===== src/rtl/psum_accum_if.sv =====
// rtl/psum_accum_if.sv - beat input / vector output stream bundle for psum_accum
// Purpose: carries the upstream partial-sum beat stream (s_*) and the downstream
//          saturated vector stream (m_*) of one accumulator.
// Signals:
//   s_valid/s_ready  input beat handshake
//   s_data  [N*PB]   per-lane signed partial sums
//   m_valid/m_ready  output vector handshake
//   m_data  [N*XB]   per-lane signed saturated result
//   m_sat   [N]      per-lane saturation flag
// Modports: slave = accumulator side, master = feeder/consumer side.
interface psum_accum_if #(
    parameter int N  = 1,
    parameter int PB = 16,
    parameter int XB = 8
);
    logic            s_valid;
    logic            s_ready;
    logic [N*PB-1:0] s_data;
    logic            m_valid;
    logic            m_ready;
    logic [N*XB-1:0] m_data;
    logic [N-1:0]    m_sat;

    modport slave (
        input  s_valid, s_data, m_ready,
        output s_ready, m_valid, m_data, m_sat
    );

    modport master (
        output s_valid, s_data, m_ready,
        input  s_ready, m_valid, m_data, m_sat
    );
endinterface


===== src/rtl/psum_accum.sv =====
// rtl/psum_accum.sv - K-beat partial-sum accumulator with bias, shift and saturation
// Purpose: sums k_len signed beats per output vector (N lanes), adds a per-lane bias
//          captured on the first beat, arithmetic-shifts right by SH (truncating) and
//          clips to signed XB bits. The output register is independent of the
//          accumulator so the next vector accumulates while the current one drains.
// Ports:
//   clk    in  1      clock, rising edge
//   rst    in  1      asynchronous active-high reset
//   k_len  in  KW     beats per vector (0 treated as 1), sampled on first beat
//   bias   in  N*BB   per-lane signed bias, sampled on first beat
//   bus    slave modport of psum_accum_if (s_* beat stream in, m_* vector stream out)
module psum_accum #(
    parameter int N     = 1,
    parameter int PB    = 16,
    parameter int BB    = 16,
    parameter int K_MAX = 256,
    parameter int SH    = 8,
    parameter int XB    = 8,
    parameter int KW    = $clog2(K_MAX + 1),
    parameter int AB    = PB + $clog2(K_MAX) + 1
) (
    input  logic            clk,
    input  logic            rst,
    input  logic [KW-1:0]   k_len,
    input  logic [N*BB-1:0] bias,
    psum_accum_if.slave     bus
);

    localparam logic signed [AB-1:0] SAT_MAX = AB'((1 << (XB - 1)) - 1);
    localparam logic signed [AB-1:0] SAT_MIN = ~SAT_MAX;

    typedef enum logic {
        S_IDLE,
        S_ACC
    } state_t;

    state_t                r_state;
    state_t                w_state_nxt;
    logic [KW-1:0]         r_cnt;
    logic [KW-1:0]         r_kl;
    logic signed [AB-1:0]  r_acc [N];
    logic                  r_m_valid;
    logic [N*XB-1:0]       r_m_data;
    logic [N-1:0]          r_m_sat;

    logic                  w_first;
    logic                  w_last;
    logic                  w_s_ready;
    logic                  w_accept;
    logic [KW-1:0]         w_kl_eff;
    logic signed [AB-1:0]  w_base [N];
    logic signed [AB-1:0]  w_sum  [N];
    logic signed [AB-1:0]  w_t    [N];
    logic [N*XB-1:0]       w_res;
    logic [N-1:0]          w_sat;

    always_ff @(posedge clk or posedge rst) begin
        if (rst) begin
            r_state <= S_IDLE;
        end else begin
            r_state <= w_state_nxt;
        end
    end

    // The beat length comes from k_len on the first beat and from the latch after it,
    // so a mid-vector k_len change cannot move the last-beat position.
    always_comb begin
        w_state_nxt = r_state;
        w_first     = (r_state == S_IDLE);
        w_kl_eff    = w_first ? ((k_len == '0) ? KW'(1) : k_len) : r_kl;
        w_last      = w_first ? (w_kl_eff == KW'(1)) : (r_cnt == r_kl - KW'(1));
        // Only a would-be last beat can stall, and only while the output is full and held.
        w_s_ready   = !w_last || !r_m_valid || bus.m_ready;
        w_accept    = bus.s_valid && w_s_ready;
        if (w_accept) begin
            w_state_nxt = w_last ? S_IDLE : S_ACC;
        end
    end

    always_comb begin
        w_res = '0;
        w_sat = '0;
        for (int n = 0; n < N; n++) begin
            w_base[n] = w_first ? AB'($signed(bias[n*BB +: BB])) : r_acc[n];
            w_sum[n]  = w_base[n] + AB'($signed(bus.s_data[n*PB +: PB]));
            w_t[n]    = w_sum[n] >>> SH;
            if (w_t[n] > SAT_MAX) begin
                w_res[n*XB +: XB] = XB'(SAT_MAX);
                w_sat[n]          = 1'b1;
            end else if (w_t[n] < SAT_MIN) begin
                w_res[n*XB +: XB] = XB'(SAT_MIN);
                w_sat[n]          = 1'b1;
            end else begin
                w_res[n*XB +: XB] = w_t[n][XB-1:0];
            end
        end
    end

    always_ff @(posedge clk or posedge rst) begin
        if (rst) begin
            r_cnt     <= '0;
            r_kl      <= '0;
            r_m_valid <= 1'b0;
            r_m_data  <= '0;
            r_m_sat   <= '0;
            for (int n = 0; n < N; n++) begin
                r_acc[n] <= '0;
            end
        end else begin
            if (w_accept) begin
                if (w_first) begin
                    r_kl <= w_kl_eff;
                end
                if (w_last) begin
                    r_cnt <= '0;
                end else begin
                    r_cnt <= r_cnt + KW'(1);
                    for (int n = 0; n < N; n++) begin
                        r_acc[n] <= w_sum[n];
                    end
                end
            end
            // A last beat landing on the same edge as a take reloads instead of clearing.
            if (w_accept && w_last) begin
                r_m_valid <= 1'b1;
                r_m_data  <= w_res;
                r_m_sat   <= w_sat;
            end else if (bus.m_ready) begin
                r_m_valid <= 1'b0;
            end
        end
    end

    assign bus.s_ready = w_s_ready;
    assign bus.m_valid = r_m_valid;
    assign bus.m_data  = r_m_data;
    assign bus.m_sat   = r_m_sat;

    k_len_range_a: assert property (@(posedge clk) disable iff (rst)
        (bus.s_valid && w_s_ready && w_first) |-> (k_len <= KW'(K_MAX)));

endmodule


===== src/flat_wrapper.sv =====
// flat-port wrapper written by rule: the top's interface ports become plain ports
module psum_accum_flat 
#(
    parameter int N     = 1,
    parameter int PB    = 16,
    parameter int BB    = 16,
    parameter int K_MAX = 256,
    parameter int SH    = 8,
    parameter int XB    = 8,
    parameter int KW    = $clog2(K_MAX + 1),
    parameter int AB    = PB + $clog2(K_MAX) + 1
)
  (clk, rst, k_len, bias, bus_s_valid, bus_s_data, bus_m_ready, bus_s_ready, bus_m_valid, bus_m_data, bus_m_sat);
  psum_accum_if #(.N(N), .PB(PB), .XB(XB)) bus_i ();
  input  logic clk;
  input  logic rst;
  input  logic [KW-1:0] k_len;
  input  logic [N*BB-1:0] bias;
  input wire logic [$bits(bus_i.s_valid)-1:0] bus_s_valid;
  input wire logic [$bits(bus_i.s_data)-1:0] bus_s_data;
  input wire logic [$bits(bus_i.m_ready)-1:0] bus_m_ready;
  output wire logic [$bits(bus_i.s_ready)-1:0] bus_s_ready;
  output wire logic [$bits(bus_i.m_valid)-1:0] bus_m_valid;
  output wire logic [$bits(bus_i.m_data)-1:0] bus_m_data;
  output wire logic [$bits(bus_i.m_sat)-1:0] bus_m_sat;
  assign bus_i.s_valid = bus_s_valid;
  assign bus_i.s_data = bus_s_data;
  assign bus_i.m_ready = bus_m_ready;
  assign bus_s_ready = bus_i.s_ready;
  assign bus_m_valid = bus_i.m_valid;
  assign bus_m_data = bus_i.m_data;
  assign bus_m_sat = bus_i.m_sat;
  psum_accum #(.N(N), .PB(PB), .BB(BB), .K_MAX(K_MAX), .SH(SH), .XB(XB), .KW(KW), .AB(AB)) u_core (.clk(clk), .rst(rst), .k_len(k_len), .bias(bias), .bus(bus_i));
endmodule

===== config.mk =====
export PLATFORM = sky130hd
export DESIGN_NAME = psum_accum_flat
export DESIGN_NICKNAME = d
export VERILOG_FILES = /design/src/rtl/psum_accum_if.sv /design/src/rtl/psum_accum.sv /design/src/flat_wrapper.sv
export SDC_FILE = /design/constraint.sdc
export NUM_CORES = 1
export LEC_CHECK = 0
export CAP_MARGIN = 40
export CORE_ASPECT_RATIO = 0.6
export CORE_MARGIN = 1
export CORE_UTILIZATION = 40
export CTS_CLUSTER_SIZE = 8
export DETAILED_ROUTE_END_ITERATION = 6
export HOLD_SLACK_MARGIN = 0.03
export PLACE_DENSITY = 0.7
export SLEW_MARGIN = 20
export SYNTH_ARGS = -nofsm -noshare
export SYNTH_HDL_FRONTEND = slang
export SYNTH_SLANG_ARGS = --single-unit

===== constraint.sdc =====
create_clock -name clk -period 5.6 [get_ports clk]
set_input_delay 1.12 -clock clk [delete_from_list [all_inputs] [get_ports clk]]
set_output_delay 1.12 -clock clk [all_outputs]
set_load 0.02 [all_outputs]

==> metrics.md <==
| Metric | Value |
|---|---|
| Top post-synthesis cells by area | dfrtp_1 32%, mux2_2 7.7%, ha_1 7.7% |
| Die Height | 81.5 um |
| Min Tclk post-route | 4.53 ns |
| Maxcap violations | 0 |
| Initial DRC count | 185 |
| Final hold viol count | 0 |
| Setup Viol. Count Final | 0 |
| Clock sinks | 54 |
| Gr usage total | 20.2% |
| Slew HR | 44.3% |
| TritonCTS Buffers | 5 |
| Ports | 56 |
| RSZ-0062 raised after global routing | false |
| Register bit total from synthesis | 54 |
| TNS Setup | 0 ns |
| Initial antenna violation count | 0 |
| Worst hold slack | 0.478 ns |
| Pwr/cell area | 447 nW/um^2 |
| Lkg Pwr | 0.00215 uW |
| Critical Path Stages | 15 |
| Syn_area_per_cell | 8.95 sq um |
| Async S/R FF share, synth | 100% |
| Die area | 11000 sq um |
| Placed wire-length estimate | 8160 um |
| Post-CTS Hold Fix Bufs | 0 |
| Synth top area share | 32.1% |
| H-tree Lvls | 2 |
| Largest area contributor in the netlist | dfrtp_1 |
| Antenna diodes | 0 |
| Grt peak-use layer | met1 |
| Mapped Cells | 471 |
| Longest Clk Path Bufs | 2 |
| M1 GR Usage | 30.0% |
| Nets | 587 |
| First-pass GRT wire length | 17200 um |
| Worst reg-to-reg path cell count | 13 |
| Final Cycle Share | 80.9% |
| Post-cts gate resize count | 0 |
| Row Count | 28 |
| Met3 Track Usage GR | 5.49% |
| Yosys warns | 0 |
| Cells along the critical path | clkdlybuf4s50_1 > mux2_2 > ha_1 > inv_1 > fa_1 > nand2b_1 > a21oi_1 > o211ai_1 > o31ai_1 > a21oi_1 > xor2_1 > nor4_1 > and4_1 > o31ai_1 > a21oi_2 |
| Filler cells | 921 |
| Syn_nets | 543 |
| Crit. End Element | register |
| Clock Latency Late Sink | 0.30 ns |
| Placed Cells | 643 |
| Post-route DRC violation count | 0 |
| Root Driver | clkbuf_16 |
| Design area | 5020 sq um |
| Crit path largest cell delay | 0.45 ns |
| Area growth syn-to-layout | 19.2% |
| Max VDD drop | 0.000187 V |
| Slew Limit Fails | 0 |
| Synthesized area | 4210 sq um |
| 1st-pass router iterations | 5 |
| Core area | 10100 sq um |
| Seq/Total Area, Yosys | 32.1% |
| Hold WC Path Type | register to register |
| Total gr overflow | 0 |
| Netlist cell types | 64 |
| Routed vias | 3592 |
| Worst EP arrival | 4.76 ns |
| Number of vias per cell | 5.52 |
| CP bufs+invs | 2 |
| Setup Skew | 0.00618 ns |
| Starting density of the core | 41.9% |
| Achievable frequency | 0.221 GHz |
| CTS tree | yes |
| Placed Instance Area | 4840 sq um |
| EDFF count, synth | 0 |
| Least-Margin Pin Slew | 0.832 ns |
| Crit. Startpoint | bias[0] |
| Reg-to-Reg Start | u_core.r_state$_DFFE_PP0P_ |
| Status | complete, no violations |
| Largest net degree at the start of global routing | 55 |
| Worst hold stages | 2 |
| Met2 usage | 29.3% |
| CP max FO | 8 |
| Port Buffers | 55 |
| Post-route ant nets | 0 |
| Crit Path Category | primary input to register |
| Ratio of cells with drive above 1 in the final layout | 13.4% |
| Hold Startpoint | u_core.r_acc[3]$_DFFE_PP0P_ |
| Vias in the first global route | 3393 |
| Post-Route WL | 10600 um |
| Avg WL per Cell | 16.2 um |
| Critical Path RT | 5.83 ns |
| Chip Width | 135 um |
| Reg clk slew, reported paths | 0.08 ns |
| CP top delay family | compound AO/OA/AOI/OAI gates |
| RePlAce Congestion | 0.899 |
| Non-filler cells, final | 651 |
| Setup repair bufs after CTS | 0 |
| Slowest-stage cell, CP | clkdlybuf4s50_1 |
| Dominant synthesized flop cell | dfrtp_1 |
| Kind of start point of the critical path | primary input |
| R2r setup slk | 1.30 ns |
==> metal layers <==
metal	wire length, um	vias to the layer above
met3	804	9
met5	0	-
li1	-	1779
met4	71	0
met2	4170	103
met1	5520	1701
==> per-stage QoR <==
stage	utilization [%]	total power, uW	setup WS (ns)
5_1_grt	49.9	2420	0.839
4_1_cts	49.9	2240	1.13
2_1_floorplan	-	1530	1.74
6_report	49.9	2240	1.07
3_5_place_dp	48.2	1850	0.852
3_3_place_gp	48.2	1820	0.987
==> area by class of cell <==
| type | count | area, sq um | share of cell area (%) |
|---|---|---|---|
| Clock inverter | 2 | 38.8 | 0.772 |
| Timing Repair Buffer | 60 | 588 | 11.7 |
| Sequential cell | 54 | 1350 | 26.9 |
| Tap cell | 135 | 169 | 3.36 |
| Multi-Input combinational cell | 382 | 2690 | 53.6 |
| Inverter | 12 | 45.0 | 0.897 |
| Clock buffer | 6 | 139 | 2.77 |
==> path summary, 6_finish.rpt <==
kind	end
hold reg to reg	u_core.r_acc[3]$_DFFE_PP0P_
min in group asynchronous	u_core.bus.m_valid$_DFFE_PP0P_
setup reg to reg	u_core.bus.m_data[3]$_DFFE_PP0P_
max in group asynchronous	u_core.r_acc[6]$_DFFE_PP0P_
setup / recovery	u_core.bus.m_data[0]$_DFFE_PP0P_
hold / removal	u_core.r_acc[3]$_DFFE_PP0P_
==> synth_stat cells (all sizes together), types with 5 or more instances <==
cell type and count:
nand2 73, dfrtp 54, o21ai 42, a21oi 36
nor2 30, mux2 29, ha 26, xnor2 20
xor2 17, buf 12, inv 12, clkbuf 11
a21o 10, nand2b 10, o31ai 10, nand3 8
nand4 6, nor4 6, o21a 6, nor3 5
==> registers in the layout (all words and copies together) (netlist names) <==
name	flops
u_core.r_cnt	9
u_core.bus.m_data	8
u_core.bus.m_sat	1
u_core.r_kl	9
u_core.r_acc	25
u_core.r_state	1
u_core.bus.m_valid	1
==> cell families (layout without fill, tap and decap cells) <==
group	count (synthesis)	after routing	share of synthesized area [%]
AND/OR/NAND/NOR	152	152	17.6
XOR/XNOR	37	37	7.87
multiplexers	30	30	7.99
flip-flops	54	54	32.1
buffers and inverters	35	80	4.10
adder cells (fa/ha/maj)	27	27	8.19
AO/OA/AOI/OAI	136	136	22.2
==> worst register-to-register path: stages, from the launching register on <==
cell      delay (ns)
dfrtp_1         0.78
buf_4           0.35
mux2_2          0.37
ha_1            0.37
a21oi_1         0.29
o22ai_1         0.14
a311oi_1        0.35
o31ai_1         0.18
a21oi_1         0.23
xor2_1          0.30
nor4_1          0.11
and4_1          0.31
o31ai_1         0.31
a21oi_2         0.09
==> report_power, final <==
group          total [uW]  switching (uW)  internal [uW]
Clock                 377             152            225
Combinational        1250             725            524
Sequential            617            94.6            522
==> placed cells by master, fill, tap and decap left out, types with 2 or more instances in the layout <==
cell,Yosys,final
o211a_1,2,2
o21ai_1,3,3
a211oi_1,2,2
and3_1,3,3
o31ai_1,9,9
o21ai_0,39,39
nand3_1,8,8
ha_1,26,26
dfrtp_1,54,54
a21oi_1,26,26
nor2_1,30,30
a31oi_1,3,3
clkbuf_16,0,5
inv_1,12,11
a21oi_2,10,10
o211ai_1,3,3
a21o_1,10,10
xor2_1,17,17
nand2_1,73,73
xnor2_1,19,19
clkdlybuf4s50_1,0,55
mux2_2,29,29
nor3_1,3,3
o22ai_1,3,3
nand2b_1,10,10
nor3b_1,4,4
o21a_1,6,6
or3_1,2,2
a2111o_1,2,2
nor4_1,4,4
buf_4,1,5
nand4_1,6,6
Note: power is estimated with default switching activity, not from simulation.
